===== config.mk =====
export PLATFORM = sky130hd
export DESIGN_NAME = mem_access_sequencer_flat
export DESIGN_NICKNAME = d
export VERILOG_FILES = /design/src/rtl/mem_access_sequencer_if.sv /design/src/rtl/mem_access_sequencer.sv /design/src/flat_wrapper.sv
export SDC_FILE = /design/constraint.sdc
export NUM_CORES = 1
export LEC_CHECK = 0
export BUFFER_PORTS_ARGS = -buffer_cell sky130_fd_sc_hd__buf_2
export CORE_UTILIZATION = 35
export CTS_CLUSTER_DIAMETER = 150
export DETAILED_ROUTE_END_ITERATION = 10
export MAX_ROUTING_LAYER = met4
export PLACE_DENSITY = 0.75
export SYNTH_ARGS = -nofsm -noshare
export SYNTH_HDL_FRONTEND = slang
export SYNTH_SLANG_ARGS = --single-unit

===== constraint.sdc =====
create_clock -name clk -period 1.9 [get_ports clk]
set_input_delay 0.285 -clock clk [delete_from_list [all_inputs] [get_ports clk]]
set_output_delay 0.285 -clock clk [all_outputs]
set_load 0.1 [all_outputs]

===== src/rtl/mem_access_sequencer_if.sv =====
// Memory-side bus of the access sequencer: one request with its fields, and the
// completion acknowledgement with read data.
interface mem_access_sequencer_if #(
   parameter int WORD_SIZE = 32
);
   logic                     MemReq;
   logic                     MemWe;
   logic [WORD_SIZE-1:0]     MemAddr;
   logic [WORD_SIZE/8-1:0]   MemBe;
   logic [WORD_SIZE-1:0]     MemWData;
   logic                     MemAck;
   logic [WORD_SIZE-1:0]     MemRData;

   // Handshake: MemReq is held high with all fields stable until the first cycle
   // in which MemAck is sampled high; that cycle completes the access and
   // MemRData is only meaningful in it.
   modport master (
      output MemReq, MemWe, MemAddr, MemBe, MemWData,
      input  MemAck, MemRData
   );

   modport slave (
      input  MemReq, MemWe, MemAddr, MemBe, MemWData,
      output MemAck, MemRData
   );
endinterface


===== src/rtl/mem_access_sequencer.sv =====
// Data-memory access sequencer: stalls the pipeline while a single lane-aligned
// load/store runs over a req/ack port, then delivers the extended load result.
module mem_access_sequencer #(
   parameter int WORD_SIZE      = 32,
   parameter int TIMEOUT_CYCLES = 16
) (
   input  logic                   clk,
   input  logic                   reset,
   input  logic                   MemEn,
   input  logic                   MemWrite,
   input  logic [3:0]             ByteEn,
   input  logic [2:0]             TruncSrc,
   input  logic [WORD_SIZE-1:0]   Addr,
   input  logic [WORD_SIZE-1:0]   WriteData,
   output logic                   Stall,
   output logic [WORD_SIZE-1:0]   ReadResult,
   output logic                   ResultValid,
   output logic                   MisalignFault,
   output logic                   BusError,
   mem_access_sequencer_if.master mem,
   output logic [1:0]             o_dbg_state
);

   localparam int CNT_W = (TIMEOUT_CYCLES > 2) ? $clog2(TIMEOUT_CYCLES) : 1;
   localparam logic [CNT_W-1:0] CNT_LAST = CNT_W'(TIMEOUT_CYCLES - 1);

   localparam logic [2:0] TS_BYTE   = 3'd1;
   localparam logic [2:0] TS_HALF   = 3'd2;
   localparam logic [2:0] TS_BYTE_U = 3'd4;
   localparam logic [2:0] TS_HALF_U = 3'd5;

   typedef enum logic [1:0] {
      S_IDLE = 2'd0,
      S_BUSY = 2'd1,
      S_DONE = 2'd2
   } state_t;

   state_t                 r_state;
   state_t                 w_next;
   logic                   w_stall;
   logic                   w_timeout;
   logic [3:0]             w_load_mask;
   logic [3:0]             w_mask;
   logic                   w_misaligned;

   logic                   r_req;
   logic                   r_we;
   logic [WORD_SIZE-1:0]   r_addr;
   logic [3:0]             r_be;
   logic [WORD_SIZE-1:0]   r_wdata;
   logic [1:0]             r_off;
   logic [2:0]             r_tsrc;
   logic [CNT_W-1:0]       r_cnt;
   logic [WORD_SIZE-1:0]   r_read_result;
   logic                   r_result_valid;
   logic                   r_misalign;
   logic                   r_bus_error;

   // Shift the addressed lane down to bit 0, then sign/zero extend by size.
   function automatic logic [WORD_SIZE-1:0] f_extend(
      input logic [WORD_SIZE-1:0] word,
      input logic [1:0]           off,
      input logic [2:0]           tsrc
   );
      logic [WORD_SIZE-1:0] sh;
      sh = word >> {off, 3'b000};
      case (tsrc)
         TS_BYTE:   f_extend = {{(WORD_SIZE-8){sh[7]}}, sh[7:0]};
         TS_HALF:   f_extend = {{(WORD_SIZE-16){sh[15]}}, sh[15:0]};
         TS_BYTE_U: f_extend = {{(WORD_SIZE-8){1'b0}}, sh[7:0]};
         TS_HALF_U: f_extend = {{(WORD_SIZE-16){1'b0}}, sh[15:0]};
         default:   f_extend = sh;
      endcase
   endfunction

   always_comb begin
      w_load_mask = 4'b1111;
      case (TruncSrc)
         TS_BYTE, TS_BYTE_U: w_load_mask = 4'b0001;
         TS_HALF, TS_HALF_U: w_load_mask = 4'b0011;
         default:            w_load_mask = 4'b1111;
      endcase
   end

   assign w_mask       = MemWrite ? ByteEn : w_load_mask;
   assign w_misaligned = ((w_mask[3] | w_mask[2]) && (Addr[1:0] != 2'b00)) ||
                         (w_mask[1] && Addr[0]);

   always_ff @(posedge clk) begin
      if (reset) r_state <= S_IDLE;
      else       r_state <= w_next;
   end

   always_comb begin
      w_next    = r_state;
      w_stall   = 1'b0;
      w_timeout = 1'b0;
      case (r_state)
         S_IDLE: begin
            if (MemEn) begin
               if (w_misaligned) begin
                  w_next = S_DONE;
               end else begin
                  w_next  = S_BUSY;
                  w_stall = 1'b1;
               end
            end
         end
         S_BUSY: begin
            w_stall = 1'b1;
            // An ack in the final allowed cycle still completes the access.
            if (mem.MemAck) begin
               w_next = S_DONE;
            end else if (r_cnt == CNT_LAST) begin
               w_next    = S_DONE;
               w_timeout = 1'b1;
            end
         end
         S_DONE:  w_next = S_IDLE;
         default: w_next = S_IDLE;
      endcase
   end

   always_ff @(posedge clk) begin
      if (reset) begin
         r_req          <= 1'b0;
         r_we           <= 1'b0;
         r_addr         <= '0;
         r_be           <= '0;
         r_wdata        <= '0;
         r_off          <= '0;
         r_tsrc         <= '0;
         r_cnt          <= '0;
         r_read_result  <= '0;
         r_result_valid <= 1'b0;
         r_misalign     <= 1'b0;
         r_bus_error    <= 1'b0;
      end else begin
         r_misalign  <= 1'b0;
         r_bus_error <= 1'b0;
         case (r_state)
            S_IDLE: begin
               if (MemEn && !w_misaligned) begin
                  r_req   <= 1'b1;
                  r_we    <= MemWrite;
                  r_addr  <= {Addr[WORD_SIZE-1:2], 2'b00};
                  r_be    <= w_mask << Addr[1:0];
                  r_wdata <= WriteData << {Addr[1:0], 3'b000};
                  r_off   <= Addr[1:0];
                  r_tsrc  <= TruncSrc;
                  r_cnt   <= '0;
               end else if (MemEn) begin
                  r_misalign <= 1'b1;
               end
            end
            S_BUSY: begin
               r_cnt <= r_cnt + CNT_W'(1);
               if (mem.MemAck) begin
                  r_req          <= 1'b0;
                  r_we           <= 1'b0;
                  r_result_valid <= ~r_we;
                  r_read_result  <= r_we ? '0 : f_extend(mem.MemRData, r_off, r_tsrc);
               end else if (w_timeout) begin
                  r_req       <= 1'b0;
                  r_we        <= 1'b0;
                  r_bus_error <= 1'b1;
               end
            end
            S_DONE: begin
               r_result_valid <= 1'b0;
               r_read_result  <= '0;
            end
            default: begin
               r_req <= 1'b0;
               r_we  <= 1'b0;
            end
         endcase
      end
   end

   assign Stall         = w_stall & ~reset;
   assign ReadResult    = r_read_result;
   assign ResultValid   = r_result_valid;
   assign MisalignFault = r_misalign;
   assign BusError      = r_bus_error;
   assign o_dbg_state   = r_state;

   assign mem.MemReq   = r_req;
   assign mem.MemWe    = r_we;
   assign mem.MemAddr  = r_addr;
   assign mem.MemBe    = r_be;
   assign mem.MemWData = r_wdata;

endmodule

===== src/flat_wrapper.sv =====
// flat-port wrapper written by rule: the top's interface ports become plain ports
module mem_access_sequencer_flat 
#(
   parameter int WORD_SIZE      = 32,
   parameter int TIMEOUT_CYCLES = 16
)
  (clk, reset, MemEn, MemWrite, ByteEn, TruncSrc, Addr, WriteData, Stall, ReadResult, ResultValid, MisalignFault, BusError, o_dbg_state, mem_MemReq, mem_MemWe, mem_MemAddr, mem_MemBe, mem_MemWData, mem_MemAck, mem_MemRData);
  mem_access_sequencer_if #(.WORD_SIZE(WORD_SIZE)) mem_i ();
  input  logic clk;
  input  logic reset;
  input  logic MemEn;
  input  logic MemWrite;
  input  logic [3:0] ByteEn;
  input  logic [2:0] TruncSrc;
  input  logic [WORD_SIZE-1:0] Addr;
  input  logic [WORD_SIZE-1:0] WriteData;
  output logic Stall;
  output logic [WORD_SIZE-1:0] ReadResult;
  output logic ResultValid;
  output logic MisalignFault;
  output logic BusError;
  output logic [1:0] o_dbg_state;
  output wire logic [$bits(mem_i.MemReq)-1:0] mem_MemReq;
  output wire logic [$bits(mem_i.MemWe)-1:0] mem_MemWe;
  output wire logic [$bits(mem_i.MemAddr)-1:0] mem_MemAddr;
  output wire logic [$bits(mem_i.MemBe)-1:0] mem_MemBe;
  output wire logic [$bits(mem_i.MemWData)-1:0] mem_MemWData;
  input wire logic [$bits(mem_i.MemAck)-1:0] mem_MemAck;
  input wire logic [$bits(mem_i.MemRData)-1:0] mem_MemRData;
  assign mem_MemReq = mem_i.MemReq;
  assign mem_MemWe = mem_i.MemWe;
  assign mem_MemAddr = mem_i.MemAddr;
  assign mem_MemBe = mem_i.MemBe;
  assign mem_MemWData = mem_i.MemWData;
  assign mem_i.MemAck = mem_MemAck;
  assign mem_i.MemRData = mem_MemRData;
  mem_access_sequencer #(.WORD_SIZE(WORD_SIZE), .TIMEOUT_CYCLES(TIMEOUT_CYCLES)) u_core (.clk(clk), .reset(reset), .MemEn(MemEn), .MemWrite(MemWrite), .ByteEn(ByteEn), .TruncSrc(TruncSrc), .Addr(Addr), .WriteData(WriteData), .Stall(Stall), .ReadResult(ReadResult), .ResultValid(ResultValid), .MisalignFault(MisalignFault), .BusError(BusError), .mem(mem_i), .o_dbg_state(o_dbg_state));
endmodule

==> summary.md <==
| Metric | Value |
|---|---|
| Outcome | complete, but fails checks |
| Failing checks | negative setup slack |
| Dpl hpwl | 12.1 mm |
| Synth Flop Type | dfxtp_1 |
| Quantity of I/O buffers inserted on ports | 213 |
| Ports | 216 |
| Row count | 43 |
| Routed wire length | 16.7 mm |
| Share of cells above drive strength 1 | 35.4% |
| Area of the multi-input gates | 2700 µm² |
| Maxcap violations | 0 |
| Cell-internal power | 4720 µW |
| CTS Buf Count | 17 |
| Hold Crit Class | in2reg |
| H-Tree Depth | 4 |
| Total GRT Usage | 22.6% |
| P per Cell Area | 1000 nW/µm² |
| Total power after layout | 7220 µW |
| Static Leak | 0.00318 µW |
| Final setup margin | -0.00676 ns |
| Drt drc | 0 |
| EDFF count, synth | 0 |
| Post-route ant nets | 0 |
| Ys async rst share | 0% |
| Final Cycle Share | 100% |
| Vias per cell | 5.20 |
| Clk sink count | 114 |
| Final setup skew | 0.00672 ns |
| Global-route wire length before repair | 25.3 mm |
| Min Clock Period, post-route | 1.91 ns |
| Clock-pin slew on the worst setup and hold paths | 0.06 ns |
| Max Root-Sink Buffers | 2 |
| Warnings from Yosys | 0 |
| Setup violators final | 1 |
| Effective utilization at floorplan | 36.5% |
| RSZ-0062 raised after global routing | true |
| Final core occ | 51.0% |
| Mapped Cells | 639 |
| Yosys reg bits | 114 |
| Worst slew pin tran | 0.678 ns |
| Root buffer cell | clkbuf_16 |
| Core Box Area | 14,100 µm² |
| Vias | 5,467 |
| Slew Limit Fails | 0 |
| Synth cell types | 42 |
| Worst-path fanout max | 2 |
| Vias in the first global route | 5,014 |
| Syn Area/Cell | 8.05 µm² |
| Slew margin rel. | 54.7% |
| GR Overflow Total | 0 |
| Iteration-0 DRC Markers | 323 |
| Hold WS | 0.0759 ns |
| Peak VDD IR | 0.714 mV |
| Die ar. | 15,200 µm² |
| CP Capture Type | output pin |
| Initial antenna violation count | 1 |
| Sum of negative setup slack | -0.00676 ns |
| Fillers | 1,370 |
| Die Y | 123 µm |
| Syn-to-layout area delta | 39.8% |
| Fin. Hold Viols | 0 |
| Post-Syn Area | 5140 µm² |
| Number of nets in the layout | 966 |
| Clock Power Share | 41.6% |
| Critical path class | reg2out |
| Sequential Power Share | 35.4% |
| TritonCTS clock tree | built |
| Final GP Congestion | 0.873 |
| Final Non-Filler Cells | 1,051 |
| Worst-Skew Late Latency | 0.41 ns |
| Largest net degree at the start of global routing | 44 |
| Cells after DPL | 1,014 |
| Drt first pass iters | 5 |
| Critical path arrival | 1.62 ns |
| CP required | 1.62 ns |
| Logic pwr share | 23.0% |
| Die width | 123 µm |
| Critical path launch point type | register |
| Wirelength per Cell | 15.9 µm |
| Register area share after synthesis | 44.4% |
| F_max | 524 MHz |
| Reg area | 2290 µm² |
| Switching Fraction | 34.6% |
| Net Sw Power | 2500 µW |
cells in the final DEF, fill, tap and decap left out, drive strengths merged, types with 2 or more instances in the layout:
master,count
o211ai,8
buf,251
xnor2,4
a21oi,78
mux2,10
o21ai,45
nor3,16
a211oi,10
clkinv,8
a211o,7
conb,2
clkinvlp,3
clkbuf,17
dfxtp,114
inv,7
nand2b,3
mux2i,36
nand3,19
nand3b,2
a22o,8
nor2,34
xor2,2
a32oi,7
or3,8
nor2b,11
nand2,142
nor4,3
repair_timing:
item	CTS	global route
setup buffers	4	0
pin swaps	3	0
hold buffers	0	0
resized for setup	1	5
setup endpoints to repair	1	9
routing by layer:
metal	share of wire, %	track usage, %	vias up
li1	-	-	2668
met1	40	25.2	2505
met2	50	38.4	268
met3	8.2	6.73	26
met4	1.6	7.30	0
met5	0	-	-
power groups by stage:
stage               Clock [µW]  Sequential [µW]  Combinational, µW
finish                    3000             2560               1660
global route              3180             2570               1750
CTS                       3060             2560               1660
detailed placement           0             2610               1640
global placement             0             2610               1630
floorplan                    0             3270                557
cells by family (layout without fill, tap and decap cells):
group,after synthesis,count (layout),synth area share [%]
flops,114,114,44.4
fa+ha+maj,1,1,0.243
other cells,1,3,0.0729
compound gates,172,172,20.2
xor+xnor,6,6,1.02
buf+inv,57,287,4.82
mux,46,46,9.19
simple gates,242,242,20.1
through the flow:
stage / worst slack, ns / cell area, µm²
2_1_floorplan: -0.425 / 5250
3_3_place_gp: -0.0834 / 6580
3_5_place_dp: -0.116 / 6580
4_1_cts: -0.0385 / 7180
5_1_grt: -0.0736 / 7190
6_report: -0.00676 / 7190
area by class of cell:
class | instances | area share [%]
antenna | 1 | 0.0348
tap | 180 | 3.13
clock inverter | 15 | 1.88
multi-input combinational | 469 | 37.6
sequential | 114 | 31.9
inverter | 4 | 0.209
clock buffer | 17 | 5.92
timing repair buffer | 251 | 19.4
synthesized netlist by cell type (all sizes together), types with 2 or more instances:
| cell | count | area [µm²] |
|---|---|---|
| mux2 | 10 | 113 |
| dfxtp | 114 | 2280 |
| nand2b | 3 | 18.8 |
| nand2 | 142 | 533 |
| nand3b | 2 | 15.0 |
| xor2 | 2 | 17.5 |
| nand3 | 19 | 95.1 |
| inv | 4 | 15.0 |
| a21oi | 78 | 390 |
| a211oi | 10 | 75.1 |
| mux2i | 36 | 360 |
| nor3 | 16 | 80.1 |
| a32oi | 7 | 61.3 |
| clkbuf | 33 | 124 |
| a22o | 8 | 70.1 |
| nor2b | 11 | 68.8 |
| o21ai | 45 | 225 |
| a211o | 7 | 61.3 |
| buf | 20 | 109 |
| nor4 | 3 | 18.8 |
| xnor2 | 4 | 35.0 |
| or3 | 8 | 50.1 |
| o211ai | 8 | 60.1 |
| nor2 | 34 | 128 |
critical path, cell delays in order (launching register included):
cell and delay (ns):
dfxtp_4 0.34, buf_6 0.12, nor2_4 0.11, o2111a_2 0.24, nor2_4 0.04, nor3_4 0.16, buf_12 0.20
sequential cells by signal (all words and copies together) (netlist names):
register              count
u_core.mem.MemWe          1
u_core.MisalignFault      1
u_core.mem.MemReq         1
u_core.mem.MemAddr       30
u_core.ResultValid        1
u_core.r_tsrc             3
u_core.BusError           1
u_core.mem.MemWData      32
u_core.r_cnt              4
u_core.ReadResult        32
u_core.r_off              2
u_core.mem.MemBe          4
u_core.o_dbg_state        2
final timing paths:
check	start	to	slack, ns	cells after the start
max reg2reg	u_core.o_dbg_state[1]	u_core.ReadResult[18]	0.08	6
min	mem_MemAck	u_core.BusError	0.08	2
min reg2reg	u_core.ReadResult[29]	u_core.ReadResult[29]	0.45	2
max	u_core.o_dbg_state[1]	Stall	-0.007	6
No activity file was read; power rests on OpenSTA's default activity.
